<file path="src/rtl/amo_arbiter.sv">
// amo_arbiter: per-agent LR/SC reservation slots with store snooping and a
// lifetime counter, plus a round-robin arbitrated read-modify-write ALU whose
// result appears one cycle after the grant.

package riscv_types;
    typedef enum logic [3:0] {
        AMO_LR   = 4'd0,
        AMO_SC   = 4'd1,
        AMO_SWAP = 4'd2,
        AMO_ADD  = 4'd3,
        AMO_XOR  = 4'd4,
        AMO_AND  = 4'd5,
        AMO_OR   = 4'd6,
        AMO_MIN  = 4'd7,
        AMO_MAX  = 4'd8,
        AMO_MINU = 4'd9,
        AMO_MAXU = 4'd10
    } amo_t;
endpackage

// Handshake: rmw_req[i] is held by agent i until it sees rmw_gnt[i] in the same
// cycle; a cycle with rmw_req[i] & rmw_gnt[i] is the accepted transfer and its
// operands are captured at that clock edge. rd_valid[i] then strobes for exactly
// one cycle with the result on rd; there is no backpressure on the result.
module amo_arbiter
    import riscv_types::*;
#(
    parameter int NUM_UNITS         = 4,
    parameter int XLEN              = 32,
    parameter int RESERVATION_WORDS = 4,
    parameter int LR_TIMEOUT        = 64
) (
    input  logic                            clk,
    input  logic                            rst,
    input  logic [NUM_UNITS-1:0]            set_reservation,
    input  logic [NUM_UNITS-1:0]            clear_reservation,
    input  logic [NUM_UNITS-1:0][XLEN-1:0]  reservation_addr,
    output logic [NUM_UNITS-1:0]            reservation_valid,
    input  logic [NUM_UNITS-1:0]            store_valid,
    input  logic [NUM_UNITS-1:0][XLEN-1:0]  store_addr,
    input  logic [NUM_UNITS-1:0]            rmw_req,
    input  amo_t                            rmw_op [NUM_UNITS],
    input  logic [NUM_UNITS-1:0][XLEN-1:0]  rmw_rs1,
    input  logic [NUM_UNITS-1:0][XLEN-1:0]  rmw_rs2,
    output logic [NUM_UNITS-1:0]            rmw_gnt,
    output logic [NUM_UNITS-1:0]            rd_valid,
    output logic [XLEN-1:0]                 rd
);
    localparam int GW = XLEN - 2 - $clog2(RESERVATION_WORDS);
    localparam int CW = (LR_TIMEOUT > 0) ? $clog2(LR_TIMEOUT + 1) : 1;
    localparam int PW = (NUM_UNITS > 1) ? $clog2(NUM_UNITS) : 1;
    localparam logic [CW-1:0] CNT_INIT = CW'(LR_TIMEOUT);

    logic [NUM_UNITS-1:0] valid_q, valid_d;
    logic [GW-1:0]        tag_q [NUM_UNITS];
    logic [GW-1:0]        tag_d [NUM_UNITS];
    logic [CW-1:0]        cnt_q [NUM_UNITS];
    logic [CW-1:0]        cnt_d [NUM_UNITS];
    logic [GW-1:0]        res_tag [NUM_UNITS];
    logic [GW-1:0]        st_tag [NUM_UNITS];
    logic [NUM_UNITS-1:0] snoop_hit;
    logic [PW-1:0]        ptr_q, ptr_d;
    logic [NUM_UNITS-1:0] gnt_q, gnt_d;
    amo_t                 op_q, op_d;
    logic [XLEN-1:0]      rs1_q, rs1_d, rs2_q, rs2_d;
    logic                 unused_addr_bits;

    // Granule tags of the lookup and snooped store addresses; word offsets are dropped.
    always_comb begin
        unused_addr_bits = 1'b0;
        for (int i = 0; i < NUM_UNITS; i++) begin
            res_tag[i] = reservation_addr[i][XLEN-1 -: GW];
            st_tag[i]  = store_addr[i][XLEN-1 -: GW];
            unused_addr_bits = unused_addr_bits ^ (^reservation_addr[i][XLEN-GW-1:0])
                                                ^ (^store_addr[i][XLEN-GW-1:0]);
        end
    end

    // A store from any other agent into a held granule kills that reservation.
    always_comb begin
        snoop_hit = '0;
        for (int i = 0; i < NUM_UNITS; i++) begin
            for (int j = 0; j < NUM_UNITS; j++) begin
                if (j != i && store_valid[j] && st_tag[j] == tag_q[i]) begin
                    snoop_hit[i] = 1'b1;
                end
            end
        end
    end

    // Reservation slot update: set beats clear, snoop kill and expiry.
    always_comb begin
        for (int i = 0; i < NUM_UNITS; i++) begin
            valid_d[i] = valid_q[i];
            tag_d[i]   = tag_q[i];
            cnt_d[i]   = cnt_q[i];
            if (set_reservation[i]) begin
                valid_d[i] = 1'b1;
                tag_d[i]   = res_tag[i];
                cnt_d[i]   = CNT_INIT;
            end else begin
                if (LR_TIMEOUT > 0 && valid_q[i] && cnt_q[i] != '0) begin
                    cnt_d[i] = cnt_q[i] - CW'(1);
                end
                if (clear_reservation[i] || snoop_hit[i] ||
                    (LR_TIMEOUT > 0 && valid_q[i] && cnt_q[i] == CW'(1))) begin
                    valid_d[i] = 1'b0;
                end
            end
            reservation_valid[i] = valid_q[i] && (tag_q[i] == res_tag[i]);
        end
    end

    // Round-robin grant: search starts at ptr_q; pointer moves past the winner.
    always_comb begin
        rmw_gnt = '0;
        ptr_d   = ptr_q;
        for (int k = 0; k < NUM_UNITS; k++) begin
            for (int j = 0; j < NUM_UNITS; j++) begin
                if (rst && rmw_gnt == '0 && rmw_req[j] &&
                    j == (int'(ptr_q) + k) % NUM_UNITS) begin
                    rmw_gnt[j] = 1'b1;
                    ptr_d      = (j == NUM_UNITS - 1) ? '0 : PW'(j + 1);
                end
            end
        end
    end

    // Capture the winner's operation; operands hold when nothing is granted so rd holds.
    always_comb begin
        gnt_d = rmw_gnt;
        op_d  = op_q;
        rs1_d = rs1_q;
        rs2_d = rs2_q;
        for (int i = 0; i < NUM_UNITS; i++) begin
            if (rmw_gnt[i]) begin
                op_d  = rmw_op[i];
                rs1_d = rmw_rs1[i];
                rs2_d = rmw_rs2[i];
            end
        end
    end

    // Result from the registered operands; LR, SC and SWAP all return rs2.
    always_comb begin
        rd_valid = gnt_q;
        case (op_q)
            AMO_ADD:  rd = rs1_q + rs2_q;
            AMO_XOR:  rd = rs1_q ^ rs2_q;
            AMO_AND:  rd = rs1_q & rs2_q;
            AMO_OR:   rd = rs1_q | rs2_q;
            AMO_MIN:  rd = ($signed(rs1_q) < $signed(rs2_q)) ? rs1_q : rs2_q;
            AMO_MAX:  rd = ($signed(rs1_q) > $signed(rs2_q)) ? rs1_q : rs2_q;
            AMO_MINU: rd = (rs1_q < rs2_q) ? rs1_q : rs2_q;
            AMO_MAXU: rd = (rs1_q > rs2_q) ? rs1_q : rs2_q;
            default:  rd = rs2_q;
        endcase
    end

    // State registers; reset drops reservations and any in-flight result.
    always_ff @(posedge clk or negedge rst) begin
        if (!rst) begin
            valid_q <= '0;
            for (int i = 0; i < NUM_UNITS; i++) begin
                tag_q[i] <= '0;
                cnt_q[i] <= '0;
            end
            ptr_q <= '0;
            gnt_q <= '0;
            op_q  <= AMO_LR;
            rs1_q <= '0;
            rs2_q <= '0;
        end else begin
            valid_q <= valid_d;
            for (int i = 0; i < NUM_UNITS; i++) begin
                tag_q[i] <= tag_d[i];
                cnt_q[i] <= cnt_d[i];
            end
            ptr_q <= ptr_d;
            gnt_q <= gnt_d;
            op_q  <= op_d;
            rs1_q <= rs1_d;
            rs2_q <= rs2_d;
        end
    end
endmodule

</file>
<file path="config.mk">
export PLATFORM = sky130hd
export DESIGN_NAME = amo_arbiter
export DESIGN_NICKNAME = d
export VERILOG_FILES = /design/src/rtl/amo_arbiter.sv
export SDC_FILE = /design/constraint.sdc
export NUM_CORES = 1
export LEC_CHECK = 0
export CORE_AREA = 2 2 230 232
export CTS_BUF_LIST = sky130_fd_sc_hd__clkbuf_4
export DETAILED_ROUTE_END_ITERATION = 7
export DIE_AREA = 0 0 232 234
export PLACE_DENSITY = 0.67
export SYNTH_ARGS = -nofsm -noshare
export SYNTH_HDL_FRONTEND = slang
export SYNTH_SLANG_ARGS = --single-unit
</file>
<file path="constraint.sdc">
create_clock -name clk -period 4.8 [get_ports clk]
set_input_delay 0.72 -clock clk [delete_from_list [all_inputs] [get_ports clk]]
set_output_delay 0.72 -clock clk [all_outputs]
set_load 0.05 [all_outputs]
</file>
* After elaboration in Yosys (flattened, before gate mapping)
Cells that the tools add are included.
Storage, ports and cells: bits in registers 218, output and inout bits 44, word-level logic and storage cells 267, input bits 546
Operators by class: bitwise gates (word level) 7, order comparisons 4, multiplexer cells 77, equal/unequal tests 40, add/subtract/negate cells 8, reductions and logical operators 114
Operators with widths (number):
- equality test 28 bit | 16
- two-way mux 32 bit | 12
- one-hot mux 32 bit (8 select lines) | 1
- zero test 32 bit | 4
- logical AND 1 bit | 71
- greater-than comparator 32 bit | 2
- < comparator 32 bit | 2
- two-way mux 7 bit | 8
- zero test 4 bit | 12
- two-way mux 1 bit | 36
- adder 32 bit | 1
- AND 32 bit | 1
- two-way mux 2 bit | 16
- bitwise OR 32 bit | 1
- bitwise XOR 32 bit | 1
- equality test 7 x 1 -> 1 bit (second input constant) | 4
- nonzero test 7 bit | 4
- subtractor 7 x 1 -> 7 bit (second input constant) | 4
- equality test 3 bit (first input constant) | 6
- equality test 4 x 3 -> 1 bit (second input constant) | 4
- two-way mux 4 bit | 4
- nonzero test 16 bit | 1
- nonzero test 2 bit | 8
- equality test 4 bit (second input constant) | 3
- other kinds (13) | 28

* Logic depth before layout (Yosys ltp)
Gate-level depths: netlist (run 1).
depth in word-level cells 79, gate-level depth with buffers 14, mapped depth without buffers 11

* Worst setup path before layout (run 1)
No wires, ideal clock.
path kind reg-to-output, start point register rs2_q[0], end point output port rd[14], slack 0.231 ns, required time 4.080 ns, stages on the path, launching flop included 12, path buffers 0, data arrival time 3.849 ns, path through dfrtp_1 > ha_1 > fa_1 > a211oi_1 > nor2_1 > o41a_1 > or3b_2 > a21o_1 > a21oi_1 > o21ai_0 > xnor2_1 > o21ai_0
On the way: longest elaborated chain between the ends 3, elaborated cells on any way between the ends 10
Ends and longest elaborated chain:
- from (decl) | RTL line 65 | logic [XLEN-1:0] rs1_q, rs1_d, rs2_q, rs2_d;
- from (signal assigned) | RTL line 183 | rs2_q <= rs2_d;
- greater-than comparator 32 bit, or another cell as far along | RTL line 155 | AMO_MAXU: rd = (rs1_q > rs2_q) ? rs1_q : rs2_q;
- two-way mux 32 bit (on tied branches)
- one-hot mux 32 bit (8 select lines) * | RTL line 147 | case (op_q)
- to (decl) | RTL line 47 | output logic [XLEN-1:0] rd
Mark *: on every way between the ends. The rest lies on a longest branch, timed or not.

* Worst setup path in the final report (run 1)
start point register rs1_q[3], end point output port rd[18]
On the way: longest elaborated chain between the ends 3, elaborated cells on any way between the ends 10
Ends and longest elaborated chain:
- from (decl) | RTL line 65
- from (signal assigned) | RTL line 182 | rs1_q <= rs1_d;
- greater-than comparator 32 bit, or another cell as far along | RTL line 155
- two-way mux 32 bit (on tied branches)
- one-hot mux 32 bit (8 select lines) * | RTL line 147
Marks and branches as above.

==> results of run 1 <==
==> worst min path at each step <==
stage,from,endpoint,slack [ns],cells past startpoint
after floorplan,rst,cnt_q[0],0.42,0
after global placement,cnt_q[20],cnt_q[20],0.46,1
after detailed placement,cnt_q[20],cnt_q[20],0.47,1
after CTS,rst,op_q[1],0.40,2
after global routing,rst,op_q[1],0.41,2
final,rst,rs1_q[18],0.41,2
==> cell type report <==
| class | instances | area, µm² | area share |
|---|---|---|---|
| antenna | 8 | 20.02 | 0.0007144 |
| clock buffer | 93 | 698.2 | 0.02491 |
| clock inverter | 25 | 165.2 | 0.005894 |
| inverter | 102 | 387.9 | 0.01384 |
| multi-input combinational | 1593 | 13560 | 0.4840 |
| sequential | 218 | 5460 | 0.1948 |
| tap | 688 | 860.8 | 0.03072 |
| timing repair buffer | 704 | 6869 | 0.2451 |
==> what timing repair did <==
item                                    in CTS  in global routing
gates resized for setup                    142                 76
endpoints found under the setup margin      32                 31
cloned                                       2                  0
pin swaps                                   46                 55
buffers inserted                            46                 56
endpoints found under the hold margin       44                  0
hold buffers                                 1                  0
==> placed cells by master, fill, tap and decap left out, drive strengths merged, types with 5 or more instances in the layout <==
master and instances:
nand3 39, nand4 64, clkdlybuf4s50 521, xor2 276, o21a 5, a21o 14, nand2b 11, o21bai 5
o31ai 5, a211oi 9, a21boi 7, a21oi 50, buf 182, clkbuf 93, xnor2 214, inv 102
mux2i 95, nor2 72, and3 6, a221oi 77, nor2b 9, o211ai 11, nand2 55, o21ai 56
dfrtp 218, nor4 83, a221o 5, diode 8, a222oi 17, clkinv 19, o22ai 91, nor3 36
mux2 112, or3 5, ha 104, a31oi 10
==> logic make-up after synthesis <==
group / count (synthesis) / synth area share
xor gates and xnor gates: 490 / 0.2202
adders and majority gates: 105 / 0.06780
AOI/OAI and AO/OA: 397 / 0.1454
muxes: 207 / 0.1135
buffers and inverters: 312 / 0.06349
DFF: 218 / 0.2799
and+or+nand+nor: 394 / 0.1097
==> state kept, by name, indices dropped and copies added, names as in the netlist <==
| name | cells |
|---|---|
| op_q | 4 |
| rs1_q | 32 |
| cnt_q | 28 |
| ptr_q | 2 |
| rs2_q | 32 |
| rd_valid | 4 |
| valid_q | 4 |
| tag_q | 112 |
==> power breakdown <==
| group | internal, mW | total [mW] | leakage (nW) | switching, mW |
|---|---|---|---|---|
| clock network | 1.01 | 1.96 | 0.496 | 0.948 |
| registers | 2.34 | 3.13 | 2.56 | 0.784 |
| logic | 5.75 | 13.3 | 8.50 | 7.57 |
==> per-layer routing <==
layer / vias to the layer above / GRT usage
met1: 9607 / 0.4365
met4: 4 / 0.1094
met5: - / 0
met2: 972 / 0.4932
met3: 188 / 0.06104
li1: 8789 / -
==> impl_metrics.env, run 1 <==
export IMPL_status="complete, but fails checks"
export IMPL_failed_checks="setup timing"
export IMPL_clock_skew_ns=0.03803
export IMPL_cpLargestDelayFamily="compound AO/OA/AOI/OAI gates"
export IMPL_critPathBufInv=5
export IMPL_pre_cts_slack_ns=0.2685
export IMPL_placed_cells=3200
export IMPL_cp_depth=13
export IMPL_cts_tree="done"
export IMPL_met2_length_um=39920
export IMPL_maxClockFrequency_mhz=197.0
export IMPL_required_ns=4.08
export IMPL_r2r_start="ptr_q[0]"
export IMPL_crit_slowest_cell="or4_4"
export IMPL_layout_setup_ws_ns=-0.2751
export IMPL_yosys_area_top_type_share=0.2799
export IMPL_grt_overflow=0
export IMPL_synth_ff_type="dfrtp_1"
export IMPL_finalSetupViolations=26
export IMPL_crit_arrival_ns=4.36
export IMPL_cts_sinks=218
export IMPL_power_mw=18.40
export IMPL_rows=84
export IMPL_cts_max_level=3
export IMPL_timing_slew_headroom=0.1651
export IMPL_drc=0
export IMPL_synth_area_leaders="dfrtp_1 (28%), xor2_1 (12%), xnor2_1 (9.6%)"
export IMPL_timing_rr_end="rs2_q[0]"
export IMPL_drtIter0Drc=1890
export IMPL_rsz0062_at_grt="true"
export IMPL_yosysMostFrequentCell="xor2_1"
export IMPL_drt_wl_total_um=89090
export IMPL_final_hold_viol_count=0
export IMPL_yosys_warnings=0
export IMPL_vias=19560
export IMPL_antenna_found_initial=6
export IMPL_clk_latency_ns=0.82
export IMPL_synth_commonest_cells="xor2_1 (276), dfrtp_1 (218), xnor2_1 (214)"
export IMPL_num_fill_cells=4698
export IMPL_power_density_nw_per_um2=656.7
export IMPL_p_leak_nw=11.55
export IMPL_critPathLaunchType="register"
export IMPL_initial_core_util=0.3746
export IMPL_syn_area_per_cell_um2=9.180
export IMPL_numCtsBuffers=67
export IMPL_r2r_cells=11
export IMPL_nNetsFinal=3337
export IMPL_crit_path_end="rd[18]"
export IMPL_fin_util=0.5386
export IMPL_ys_async_sr_fraction=1.000
export IMPL_path_class="reg2out"
export IMPL_min_period_ns=5.075
export IMPL_track_usage=0.3162
export IMPL_synthCells=2123
export IMPL_maxCapViolCount=0
export IMPL_ir_drop_mv=0.4705
export IMPL_clk_pin_slew_ns=0.07
export IMPL_dieArea_um2=54290
export IMPL_drtPass1Iterations=8
export IMPL_synth_distinct_cells=74
export IMPL_reg2reg_slack_ns=1.58
export IMPL_clock_tree_root_cell="clkbuf_4"
export IMPL_worstPathMaxFanout=9
export IMPL_syn2layout_area_growth_pct=43.79
export IMPL_ys_seq_elements=218
export IMPL_core_area_um2=52020
export IMPL_fin_crit_sh=1.057
export IMPL_die_h_um=234
export IMPL_fin_area_um2=28020
export IMPL_wl_met1_um=38460
export IMPL_stdcell_count=3431
export IMPL_wl_met3_um=7622
export IMPL_worst_pin_slew_ns=1.241
export IMPL_layout_drive_gt1_share=0.2022
export IMPL_finalSetupTns_ns=-2.959
export IMPL_synth_edff_count=0
export IMPL_yosysSeqAreaShare=0.2799
export IMPL_die_w_um=232
export IMPL_viasPerCell=5.701
export IMPL_top_layer="met5"
export IMPL_wl_per_cell_um=25.97
export IMPL_grt_max_degree=117
export IMPL_min_path_type="in2async"
export IMPL_post_dp_hpwl_um=70730
export IMPL_crit_chain="inv_2, ha_4, inv_4, a221oi_4, o221ai_2, o31ai_4, buf_4, a21oi_2, or4_4, buf_12, a222oi_1, o21ai_1, buf_6"
export IMPL_hold_ws_ns=0.4073
export IMPL_yosys_area_top_type="dfrtp_1"
export IMPL_place_area_um2=25430
export IMPL_grt_pass1_vias=19450
export IMPL_max_stage_delay_ns=0.57
export IMPL_synth_nets=2774
export IMPL_portBuffers=557
export IMPL_synth_area_um2=19490
export IMPL_slew_viol_final=0
export IMPL_worstSetupStartpoint="rs1_q[3]"
export IMPL_ant_nets=0
export IMPL_io_pins=590
export IMPL_clk_path_buf_depth=3
export IMPL_grt_pass1_wl_um=126400
export IMPL_endpoint_kind="output port"
export IMPL_place_gp_congestion=1.017
Power figures use the tool's default switching activity.
==> run 2, diff against run 1 <==
Settings changed: CORE_AREA 2 2 230 232 to 2 2 242 220, DIE_AREA 0 0 232 234 to 0 0 244 222, PLACE_DENSITY 0.67 to 0.68.
==> run 2 against run 1 <==
The run still ends with setup timing left. Combinational power fell by 3%. Cell area is 1.7% lower. Cell count down 1.3%. Register-to-register slack improved by 0.10 ns. Maximum frequency rose by 1.5%. Routed wire length rose by 2.2%. Hold slack improved by 0.0049 ns. Clock skew rose by 0.035 ns. Worst setup slack improved by 0.076 ns. Largest cell class unchanged. Highest routed layer unchanged.
==> impl_metrics.env, run 2 (synthesized netlist as in run 1, its figures left out) <==
export IMPL_status="complete, but fails checks"
export IMPL_failed_checks="setup timing"
export IMPL_rsz0062_at_grt="true"
export IMPL_min_path_type="in2async"
export IMPL_final_common_cell="clkdlybuf4s50_1"
export IMPL_ir_drop_mv=0.5285
export IMPL_critPathLaunchType="register"
export IMPL_clock_tree_root_cell="clkbuf_4"
export IMPL_clk_latency_ns=0.85
export IMPL_num_fill_cells=4667
export IMPL_layout_common_cells="clkdlybuf4s50_1 (519), xor2_1 (276), xnor2_1 (214), dfrtp_1 (213), mux2_2 (112)"
export IMPL_layout_setup_ws_ns=-0.1988
export IMPL_power_density_nw_per_um2=649.5
export IMPL_wl_per_cell_um=26.87
export IMPL_cts_tree="done"
export IMPL_cpLargestDelayFamily="compound AO/OA/AOI/OAI gates"
export IMPL_crit_arrival_ns=4.28
export IMPL_die_w_um=244
export IMPL_power_mw=17.89
export IMPL_drtPass1Iterations=6
export IMPL_p_seq_frac=0.175
export IMPL_endpoint_kind="output port"
export IMPL_die_h_um=222
export IMPL_required_ns=4.08
export IMPL_vias=19580
export IMPL_drc=0
export IMPL_drt_wl_total_um=91020
export IMPL_combinationalPowerShare=0.719
export IMPL_worstPathMaxFanout=6
export IMPL_ant_nets=0
export IMPL_pre_cts_slack_ns=0.3250
export IMPL_place_gp_congestion=1.029
export IMPL_timing_slew_headroom=0.2710
export IMPL_swShare=0.5171
export IMPL_syn2layout_area_growth_pct=41.34
export IMPL_clock_skew_ns=0.07328
export IMPL_drtIter0Drc=2034
export IMPL_grt_pass1_vias=19580
export IMPL_io_pins=590
export IMPL_cts_sinks=218
export IMPL_p_switching_mw=9.251
export IMPL_r2r_start="ptr_q[0]"
export IMPL_final_hold_viol_count=0
export IMPL_path_class="reg2out"
export IMPL_clk_pin_slew_ns=0.07
export IMPL_nNetsFinal=3299
export IMPL_maxClockFrequency_mhz=200.0
export IMPL_r2r_cells=9
export IMPL_largestRegisters="tag_q x112, rs1_q x32, rs2_q x32"
export IMPL_antenna_found_initial=6
export IMPL_maxCapViolCount=0
export IMPL_numCtsBuffers=66
export IMPL_p_int_mw=8.639
export IMPL_min_period_ns=4.999
export IMPL_cts_max_level=3
export IMPL_viasPerCell=5.780
export IMPL_slew_viol_final=0
export IMPL_clk_path_buf_depth=3
export IMPL_layout_drive_gt1_share=0.1847
export IMPL_multi_input_area_um2=13500
export IMPL_dieArea_um2=54170
export IMPL_initial_core_util=0.3784
export IMPL_reg2reg_slack_ns=1.68
export IMPL_power_frac_clock=0.106
export IMPL_critPathBufInv=4
export IMPL_regMostFlops="tag_q"
export IMPL_largest_reg_flops=112
export IMPL_p_leak_nw=11.37
export IMPL_rows=79
export IMPL_timing_rr_end="rs1_q[7]"
export IMPL_crit_chain="inv_2, ha_4, nor4_4, buf_4, a21boi_2, o31ai_4, a31oi_2, a21oi_2, or4_4, clkbuf_16, a222oi_1, o21ai_1, buf_6"
export IMPL_portBuffers=557
export IMPL_grt_max_degree=78
export IMPL_finalSetupViolations=22
export IMPL_crit_slowest_cell="or4_4"
export IMPL_regArea_um2=5461
export IMPL_post_dp_hpwl_um=71880
export IMPL_max_stage_delay_ns=0.60
export IMPL_grt_pass1_wl_um=130600
export IMPL_core_area_um2=51500
export IMPL_grt_overflow=0
export IMPL_finalSetupTns_ns=-2.115
export IMPL_worst_pin_slew_ns=1.094
export IMPL_track_usage=0.3253
export IMPL_fin_crit_sh=1.041
run 2: cell count changes in the layout (fill, tap and decap cells not counted), moves of 4 or more:
| cell | change |
|---|---|
| ha_1 | +4 |
| clkinv_1 | -6 |
| buf_4 | -31 |
| inv_1 | +12 |
| buf_6 | -5 |
| inv_2 | -11 |
| o21ai_0 | +4 |
run 2: layout make-up:
| type | instances | share of cell area |
|---|---|---|
| timing repair buffer | 664 | 0.2363 |
| clock buffer | 93 | 0.02535 |
| tap | 688 | 0.03125 |
| multi-input combinational | 1596 | 0.4899 |
| inverter | 102 | 0.01399 |
| sequential | 218 | 0.1983 |
| antenna | 8 | 0.0007268 |
| clock inverter | 18 | 0.004134 |
run 2: worst max path at each step:
stage / to / slack [ns] / start / depth (start not counted)
after floorplan: rd[14] / 0.23 / rs2_q[0] / 11
after global placement: rd[7] / 0.37 / rs1_q[13] / 12
after detailed placement: rd[7] / 0.32 / rs1_q[29] / 11
after CTS: rd[13] / -0.14 / rs1_q[14] / 13
after global routing: rd[13] / -0.36 / rs2_q[15] / 13
final: rd[18] / -0.20 / rs2_q[15] / 13
run 2: worst register-to-register path, delay by kind of cell, from the launching register on:
family	cells	cell delay, ns
AOI/OAI and AO/OA	4	0.77
and+or+nand+nor	4	1.34
DFF	1	0.51
buffers and inverters	1	0.41
run 2: timing repair:
action,in CTS,in global routing
hold endpoints to repair,39,0
hold buffers,1,0
gates resized for setup,130,54
cloned,3,1
setup endpoints to repair,31,32
pin swaps,37,29
buffers inserted,37,29
run 2: stage by stage:
stage,util,instance area (µm²),hold WS [ns],std cells
final,0.5349,27550,0.4122,3387
after CTS,0.5257,27070,0.3776,3350
after floorplan,-,19490,0.4244,2123
after global routing,0.5348,27540,0.4076,3385
after detailed placement,0.4927,25370,0.4696,3198
after global placement,0.4927,25370,0.4591,3198
run 2: power by group through the flow:
| stage | Combinational, mW | Clock (mW) | Sequential, mW |
|---|---|---|---|
| 3_3_place_gp | 10.3 | 0 | 3.15 |
| 3_5_place_dp | 10.5 | 0 | 3.18 |
| 4_1_cts | 11.9 | 1.95 | 3.09 |
| 2_1_floorplan | 7.50 | 0 | 2.70 |
| 5_1_grt | 13.6 | 2.04 | 3.17 |
| 6_report | 12.9 | 1.90 | 3.13 |
run 2: per-layer routing:
layer  part of all wire  wire [µm]  global-route usage  vias to the layer above
li1                   -          -                   -                     8689
met2               0.44      39870              0.4878                     1037
met1               0.44      40070              0.4640                     9683
met5            0.00018         16                   0                        -
met3              0.092       8382             0.07044                      167
met4              0.029       2681              0.1017                        2
